<file path="src/rtl/hazard_ctrl.sv">
// hazard_ctrl: D-stage hazard detection and operand forwarding for the
// 5-stage core. Tracks in-flight writers in E/M/W shadow slots, raises the
// D-stage stall (with bubble injection into E) and selects forwarding
// sources for D, E and M operands.
// Optional: define HAZARD_STALL_CNT_EN to add a saturating stall_cnt output.
module hazard_ctrl (
   input  logic        clk,
   input  logic        reset,
   input  logic [4:0]  d_rd_addr0,
   input  logic [4:0]  d_rd_addr1,
   input  logic [1:0]  d_rd_stage0,
   input  logic [1:0]  d_rd_stage1,
   input  logic [4:0]  d_wr_addr,
   input  logic [1:0]  d_wr_stage,
   output logic        stall,
   output logic [1:0]  fwd_d0,
   output logic [1:0]  fwd_d1,
   output logic [1:0]  fwd_e0,
   output logic [1:0]  fwd_e1,
   output logic [1:0]  fwd_m1,
   output logic [4:0]  e_wr_addr,
   output logic [4:0]  m_wr_addr,
   output logic [4:0]  w_wr_addr
`ifdef HAZARD_STALL_CNT_EN
   ,
   output logic [31:0] stall_cnt
`endif
);

   // Slot positions in the pipeline (E=1, M=2, W=3).
   localparam logic [2:0] POS_E = 3'd1;
   localparam logic [2:0] POS_M = 3'd2;

   // Forwarding source encodings.
   localparam logic [1:0] SRC_NONE = 2'd0;
   localparam logic [1:0] SRC_E    = 2'd1;
   localparam logic [1:0] SRC_M    = 2'd2;
   localparam logic [1:0] SRC_W    = 2'd3;

   // E slot
   logic [4:0] e_wr_addr_q,  e_wr_addr_d;
   logic [1:0] e_wr_stage_q, e_wr_stage_d;
   logic [4:0] e_rd_addr0_q, e_rd_addr0_d;
   logic [4:0] e_rd_addr1_q, e_rd_addr1_d;
   logic [1:0] e_rd_stage0_q, e_rd_stage0_d;
   logic [1:0] e_rd_stage1_q, e_rd_stage1_d;
   // M slot
   logic [4:0] m_wr_addr_q;
   logic [1:0] m_wr_stage_q;
   logic [4:0] m_rd_addr1_q;
   logic [1:0] m_rd_stage1_q;
   // W slot
   logic [4:0] w_wr_addr_q;

   logic       term0, term1;

   // Register 0 is hard-wired, so it never takes part in a hazard.
   function automatic logic match(input logic [4:0] slot_addr, input logic [4:0] a);
      return (a != 5'd0) && (slot_addr == a);
   endfunction

   // Only the newest matching slot decides: an older writer of the same
   // register is shadowed by the newer one.
   function automatic logic stall_term(input logic [4:0] a, input logic [1:0] use_stage,
                                       input logic [4:0] e_addr, input logic [1:0] e_stage,
                                       input logic [4:0] m_addr, input logic [1:0] m_stage);
      if (match(e_addr, a))
         return {1'b0, e_stage} >= (POS_E + {1'b0, use_stage});
      else if (match(m_addr, a))
         return {1'b0, m_stage} >= (POS_M + {1'b0, use_stage});
      return 1'b0;
   endfunction

   function automatic logic [1:0] src_d(input logic [4:0] a, input logic [4:0] e_addr,
                                        input logic [4:0] m_addr, input logic [4:0] w_addr);
      if (match(e_addr, a))      return SRC_E;
      else if (match(m_addr, a)) return SRC_M;
      else if (match(w_addr, a)) return SRC_W;
      return SRC_NONE;
   endfunction

   // M forwards to E only once its result exists (wr_stage below M).
   function automatic logic [1:0] src_e(input logic [4:0] a, input logic [4:0] m_addr,
                                        input logic [1:0] m_stage, input logic [4:0] w_addr);
      if (match(m_addr, a) && ({1'b0, m_stage} < POS_M)) return SRC_M;
      else if (match(w_addr, a))                        return SRC_W;
      return SRC_NONE;
   endfunction

   // Hazard detection and forwarding selects from slot state and D inputs.
   always_comb begin
      term0  = stall_term(d_rd_addr0, d_rd_stage0, e_wr_addr_q, e_wr_stage_q,
                          m_wr_addr_q, m_wr_stage_q);
      term1  = stall_term(d_rd_addr1, d_rd_stage1, e_wr_addr_q, e_wr_stage_q,
                          m_wr_addr_q, m_wr_stage_q);
      stall  = term0 | term1;
      fwd_d0 = src_d(d_rd_addr0, e_wr_addr_q, m_wr_addr_q, w_wr_addr_q);
      fwd_d1 = src_d(d_rd_addr1, e_wr_addr_q, m_wr_addr_q, w_wr_addr_q);
      fwd_e0 = src_e(e_rd_addr0_q, m_wr_addr_q, m_wr_stage_q, w_wr_addr_q);
      fwd_e1 = src_e(e_rd_addr1_q, m_wr_addr_q, m_wr_stage_q, w_wr_addr_q);
      fwd_m1 = match(w_wr_addr_q, m_rd_addr1_q) ? SRC_W : SRC_NONE;
   end

   // E slot next state: a stalled D instruction leaves a bubble behind it.
   always_comb begin
      e_wr_addr_d   = '0;
      e_wr_stage_d  = '0;
      e_rd_addr0_d  = '0;
      e_rd_addr1_d  = '0;
      e_rd_stage0_d = '0;
      e_rd_stage1_d = '0;
      if (!stall) begin
         e_wr_addr_d   = d_wr_addr;
         e_wr_stage_d  = d_wr_stage;
         e_rd_addr0_d  = d_rd_addr0;
         e_rd_addr1_d  = d_rd_addr1;
         e_rd_stage0_d = d_rd_stage0;
         e_rd_stage1_d = d_rd_stage1;
      end
   end

   // Slot pipeline: E <= D (or bubble), M <= E, W <= M.
   always_ff @(posedge clk) begin
      if (reset) begin
         e_wr_addr_q   <= '0;
         e_wr_stage_q  <= '0;
         e_rd_addr0_q  <= '0;
         e_rd_addr1_q  <= '0;
         e_rd_stage0_q <= '0;
         e_rd_stage1_q <= '0;
         m_wr_addr_q   <= '0;
         m_wr_stage_q  <= '0;
         m_rd_addr1_q  <= '0;
         m_rd_stage1_q <= '0;
         w_wr_addr_q   <= '0;
      end else begin
         e_wr_addr_q   <= e_wr_addr_d;
         e_wr_stage_q  <= e_wr_stage_d;
         e_rd_addr0_q  <= e_rd_addr0_d;
         e_rd_addr1_q  <= e_rd_addr1_d;
         e_rd_stage0_q <= e_rd_stage0_d;
         e_rd_stage1_q <= e_rd_stage1_d;
         m_wr_addr_q   <= e_wr_addr_q;
         m_wr_stage_q  <= e_wr_stage_q;
         m_rd_addr1_q  <= e_rd_addr1_q;
         m_rd_stage1_q <= e_rd_stage1_q;
         w_wr_addr_q   <= m_wr_addr_q;
      end
   end

   // Use-stage fields are tracked with their slot for completeness, but
   // these two have no consumer in the current forwarding network.
   logic unused_stage_bits;
   assign unused_stage_bits = ^{e_rd_stage0_q, m_rd_stage1_q};

   assign e_wr_addr = e_wr_addr_q;
   assign m_wr_addr = m_wr_addr_q;
   assign w_wr_addr = w_wr_addr_q;

`ifdef HAZARD_STALL_CNT_EN
   logic [31:0] stall_cnt_q;

   // Saturating count of stalled cycles.
   always_ff @(posedge clk) begin
      if (reset)
         stall_cnt_q <= '0;
      else if (stall && (stall_cnt_q != '1))
         stall_cnt_q <= stall_cnt_q + 32'd1;
   end

   assign stall_cnt = stall_cnt_q;
`endif

endmodule

</file>
<file path="config.mk">
export PLATFORM = sky130hd
export DESIGN_NAME = hazard_ctrl
export DESIGN_NICKNAME = d
export VERILOG_FILES = /design/src/rtl/hazard_ctrl.sv
export SDC_FILE = /design/constraint.sdc
export NUM_CORES = 1
export LEC_CHECK = 0
export ABC_AREA = 1
export BUFFER_PORTS_ARGS = -buffer_cell sky130_fd_sc_hd__buf_4
export CELL_PAD_IN_SITES_DETAIL_PLACEMENT = 1
export CELL_PAD_IN_SITES_GLOBAL_PLACEMENT = 2
export CORE_ASPECT_RATIO = 1.2
export CORE_MARGIN = 2
export CORE_UTILIZATION = 27
export DETAILED_ROUTE_END_ITERATION = 6
export MAX_ROUTING_LAYER = met4
export PLACE_DENSITY = 0.82
export SYNTH_ARGS = -nofsm -noshare
export SYNTH_HDL_FRONTEND = slang
export SYNTH_SLANG_ARGS = --single-unit
</file>
<file path="constraint.sdc">
create_clock -name clk -period 3.99 [get_ports clk]
set_input_delay 0.798 -clock clk [delete_from_list [all_inputs] [get_ports clk]]
set_output_delay 0.798 -clock clk [all_outputs]
set_load 0.005 [all_outputs]
</file>
Word-level counts from Yosys, hierarchy flattened
Index checks and enable logic that the tools add are counted.
Widths: inputs -> output; s select.
{"block": "op_classes", "muxes": 35, "reduce_logical": 19, "addsub": 4, "bitwise": 1, "eq_ne": 11, "order_cmp": 5}
{"op": "$eq 5x5->1", "n": 11}
{"op": "$mux 2", "n": 15}
{"op": "$reduce_bool 5->1", "n": 5}
{"op": "$mux 1", "n": 20}
{"op": "$logic_and 1x1->1", "n": 13}
{"op": "$ge 2x3->1", "n": 4}
{"op": "$add 1x2->3 const A", "n": 2}
{"op": "$add 2x2->3 const A", "n": 2}
{"op": "$lt 2x2->1 const B", "n": 1}
{"op": "$reduce_or 2->1", "n": 1}
{"op": "$or 1x1->1", "n": 1}
{"block": "word_totals", "in_bits": 23, "output_inout_bits": 26, "elab_cells": 83, "regBits": 34}

Logic depth before layout (Yosys ltp)
{"block": "depth", "depth_word": 7, "ltp_mapped": 11, "mapped_depth_nobuf": 10}

Least setup slack after synthesis
Ideal clock, no wire load.
{"block": "synth_path", "path_kind": "input-to-output", "start": "in d_rd_stage1[0]", "end": "out stall", "cell_stages": 8, "arrival_ps": 1828, "required_ps": 3192, "n_path_buf": 0, "slack_ps": 1364, "cell_sequence": "ha_1 -> inv_1 -> ha_1 -> a21boi_0 -> o21bai_1 -> nand3_1 -> nand3_2 -> nand2_1"}
{"block": "synth_via", "elab_chain_cells": 6, "elab_cells_between_ends": 8, "cone_classes": "add/sub: 2; order compare: 2; mux: 3; bitwise: 1"}
{"element": "start: declaration", "line": "12", "rtl": "input logic [1:0] d_rd_stage1,"}
{"element": "$add 2x2->3", "line": "70", "rtl": "return {1'b0, m_stage} >= (POS_M + {1'b0, use_stage});"}
{"element": "$ge 2x3->1", "line": "70"}
{"element": "$mux 1", "line": "69", "rtl": "else if (match(m_addr, a))"}
{"element": "$mux 1 (*)", "line": "67", "rtl": "if (match(e_addr, a))"}
{"element": "$mux 1 (*)", "line": "71", "rtl": "return 1'b0;"}
{"element": "$or 1x1->1 (*)", "line": "96", "rtl": "stall = term0 | term1;"}
{"element": "end: declaration", "line": "15", "rtl": "output logic stall,"}
Mark *: on every way between the ends. The rest lies on a longest branch, timed or not. The select of a mux whose other input is x is not followed.

Worst setup path after layout
{"block": "layout_path", "start": "in d_rd_stage0[1]", "end": "out stall"}
{"block": "layout_via", "elab_chain_cells": 6, "elab_cells_between_ends": 8, "cone_classes": "add/sub: 2; order compare: 2; mux: 3; bitwise: 1"}
{"element": "start: declaration", "line": "11", "rtl": "input logic [1:0] d_rd_stage0,"}
{"element": "$add 2x2->3", "line": "70"}
{"element": "$ge 2x3->1", "line": "70"}
{"element": "$mux 1", "line": "69"}
{"element": "$mux 1 (*)", "line": "67"}
{"element": "$mux 1 (*)", "line": "71"}
{"element": "$or 1x1->1 (*)", "line": "96"}
Marks and branches as above.

==> flow_summary.json <==
{
  "grt-ovfl-total": 0,
  "grt_pass1_vias": 2089,
  "drtPass1Iterations": 4,
  "htreeDepth": 2,
  "synth.distinct_cells": 30,
  "syn2layout_area_growth_pct": 24.6,
  "dp_hpwl_mm": 4.87,
  "post-cts-setup-buffers": 0,
  "startpoint_type": "input port",
  "timing.final.max_slew_violations": 0,
  "cp.buffers_inverters": 3,
  "peakVddDrop_uv": 112,
  "num_rows": 35,
  "syn-num-nets": 340,
  "io-pin-count": 49,
  "wl_met2_mm": 3.13,
  "cp-end-kind": "output port",
  "critPathMaxStageDelay_ns": 0.26,
  "synth_warnings": 0,
  "num-nets-final": 382,
  "min_to": "m_wr_stage_q[1]",
  "design.core.area_um2": 7750,
  "clkLatencyLatePin_ns": 0.30,
  "worstRegToRegCells": 9,
  "hold_path_class": "reg -> reg",
  "tightestPinTransition_ns": 0.464,
  "seq_area_frac_synth_pct": 31.2,
  "critPathTopFamily": "adder cells",
  "crit_path_cell_trace": "buf_4 > ha_1 > inv_1 > ha_1 > a21boi_0 > o21bai_1 > nand4_1 > nand2_2 > nand2_1 > buf_4",
  "die_area_um2": 8820,
  "setup_viol": 0,
  "cts_tree": "built",
  "clock_skew_ns": 0.00829,
  "rsz0062_at_grt": "false",
  "yosys_register_bits": 34,
  "clk_pin_slew_ns": 0.07,
  "layout_min_cycle_time_ns": 2.97,
  "wl_per_cell_um": 13.9,
  "power.density_nw_per_um2": 356,
  "highest_layer": "met4",
  "synth_top_area_share_pct": 31.2,
  "critical_path_peak_fanout": 4,
  "worst_ep_required_time_ns": 3.19,
  "drt_wl_total_mm": 6.13,
  "finalCritPeriodShare_pct": 74.4,
  "ff2ff_setup_slack_ns": 2.17,
  "clock-sinks": 34,
  "finalHoldViolCount": 0,
  "fin_setup_tns_ns": 0,
  "fmax_ghz": 0.337,
  "route.detailed.drc": 0,
  "wl_met1_mm": 2.67,
  "r2r_start": "m_wr_stage_q[1]",
  "dr_wl_met3_um": 205,
  "cts_root_buf": "clkbuf_8",
  "grt_start_max_net_pins": 19,
  "path_class": "in -> out",
  "routed_via_density": 4.46,
  "hold_path_depth": 2,
  "die_h_um": 103,
  "fillers": 993,
  "hold_buffers": 0,
  "maxCapViolations": 0,
  "min_from": "e_wr_stage_q[1]",
  "syn_avg_cell_area_um2": 7.16,
  "drtIter0Drc": 30,
  "synth.area.top_cells": "dfxtp_1 (31%), inv_1 (9.1%), xnor2_1 (8.8%), nand2_1 (7.9%), ha_1 (6.9%)",
  "power_w": 0.000969,
  "critical_path_arrival_ns": 2.17,
  "synthCells": 305,
  "ant_nets": 0,
  "reg2reg_to": "e_rd_addr0_q[4]",
  "final_layout_size_suffix_gt1_share_pct": 23.9,
  "synth_top_cell_by_area": "dfxtp_1",
  "syn_area_um2": 2180,
  "diodes": 0,
  "grt_pass1_wl_mm": 10.2,
  "initial_core_util_pct": 28.2,
  "place_congestion": 0.830,
  "dieWidth_um": 86.1,
  "power.static_leakage_nw": 1.40,
  "slew_headroom_pct": 68.8,
  "status": "finished clean",
  "cts_buffer_depth": 2,
  "antenna_found_initial": 0,
  "cts_buffers": 5,
  "cp_slowest_cell": "ha_1",
  "vias": 1961,
  "grtUsageTotal_pct": 15.5,
  "ctsResizeCount": 0,
  "portBuffers": 48
}
registers in the layout (all words and copies together) (netlist names):
register,count
e_rd_addr1_q,5
m_wr_addr,5
e_rd_addr0_q,5
m_wr_stage_q,2
m_rd_addr1_q,5
e_wr_addr,5
e_wr_stage_q,2
w_wr_addr,5
tightest hold or removal path: cells and delay by family (launching register included):
family / cells / cell delay, ns
buffers and inverters: 1 / 0.06
DFF: 1 / 0.34
and+or+nand+nor: 1 / 0.03
power by group:
part           internal, W  switching [W]  leakage [nW]
clock network     0.000250       0.000142        0.0683
logic            0.0000935      0.0000984          1.05
registers         0.000358      0.0000272         0.281
total             0.000702       0.000267          1.40
cells in the mapped netlist (all sizes together):
library cell	number
xor2	16
nor4	4
nor2	56
a21boi	3
clkbuf	7
xnor2	22
ha	12
o22ai	1
o211ai	1
o21bai	2
buf	6
o21a	1
a211oi	1
nand2	48
or2	1
inv	57
dfxtp	34
nand3	15
o21ai	3
nor3	6
nand4	4
a21oi	5
placed cells by master, fill, tap and decap left out, types with 3 or more instances in the layout:
cell type,synthesis,layout
a21oi_1,5,5
clkbuf_8,0,5
xor2_1,16,16
nand3_1,11,11
a21boi_0,3,3
xnor2_1,22,22
nor3_1,6,6
nor2_2,16,16
nand2_1,46,46
nand4_1,4,4
nor2_1,40,40
ha_1,12,12
dfxtp_1,34,34
inv_1,53,53
o21ai_0,3,3
buf_4,1,48
nor4_1,4,4
inv_2,4,4
nand3_2,3,3
per-layer routing:
layer	global-route usage, %	vias up
met5	-	-
met4	5.13	0
met3	2.72	8
met2	26.7	36
met1	18.4	917
li1	-	1000
cell families after synthesis:
logic type                 share of synthesized area [%]
AOI/OAI and AO/OA                                   4.87
xor gates and xnor gates                            15.2
adders and majority gates                           6.88
buffers and inverters                               13.2
DFF                                                 31.2
and+or+nand+nor                                     28.6
final cells by class:
class	instances	area, um^2	area share (%)
clock buffer	5	68.8	2.53
clock inverter	3	68.8	2.53
inverter	57	214	7.86
multi-input combinational	201	1210	44.6
sequential	34	681	25.0
tap	92	115	4.23
timing repair buffer	48	360	13.2
worst max path at each step:
stage	startpoint	end	slack (ns)	cells after the start
floorplan	d_rd_stage1[0]	stall	1.36	8
global placement	d_rd_stage0[1]	stall	1.06	10
detailed placement	d_rd_stage0[1]	stall	1.01	10
CTS	d_rd_stage0[1]	stall	1.0	10
global route	d_rd_stage1[1]	stall	0.92	10
finish	d_rd_stage0[1]	stall	1.02	10
metrics by stage:
step / instance area [um^2] / setup WS (ns) / std cells / utilization, % / hold slack, ns
after floorplan: 2180 / 1.36 / 305 / - / 0.425
after global placement: 2580 / 1.06 / 432 / 33.3 / 0.465
after detailed placement: 2580 / 1.01 / 432 / 33.3 / 0.465
after CTS: 2720 / 0.998 / 440 / 35.1 / 0.477
after global routing: 2720 / 0.915 / 440 / 35.1 / 0.504
final: 2720 / 1.02 / 440 / 35.1 / 0.468
(Power assumes the default switching activity.)
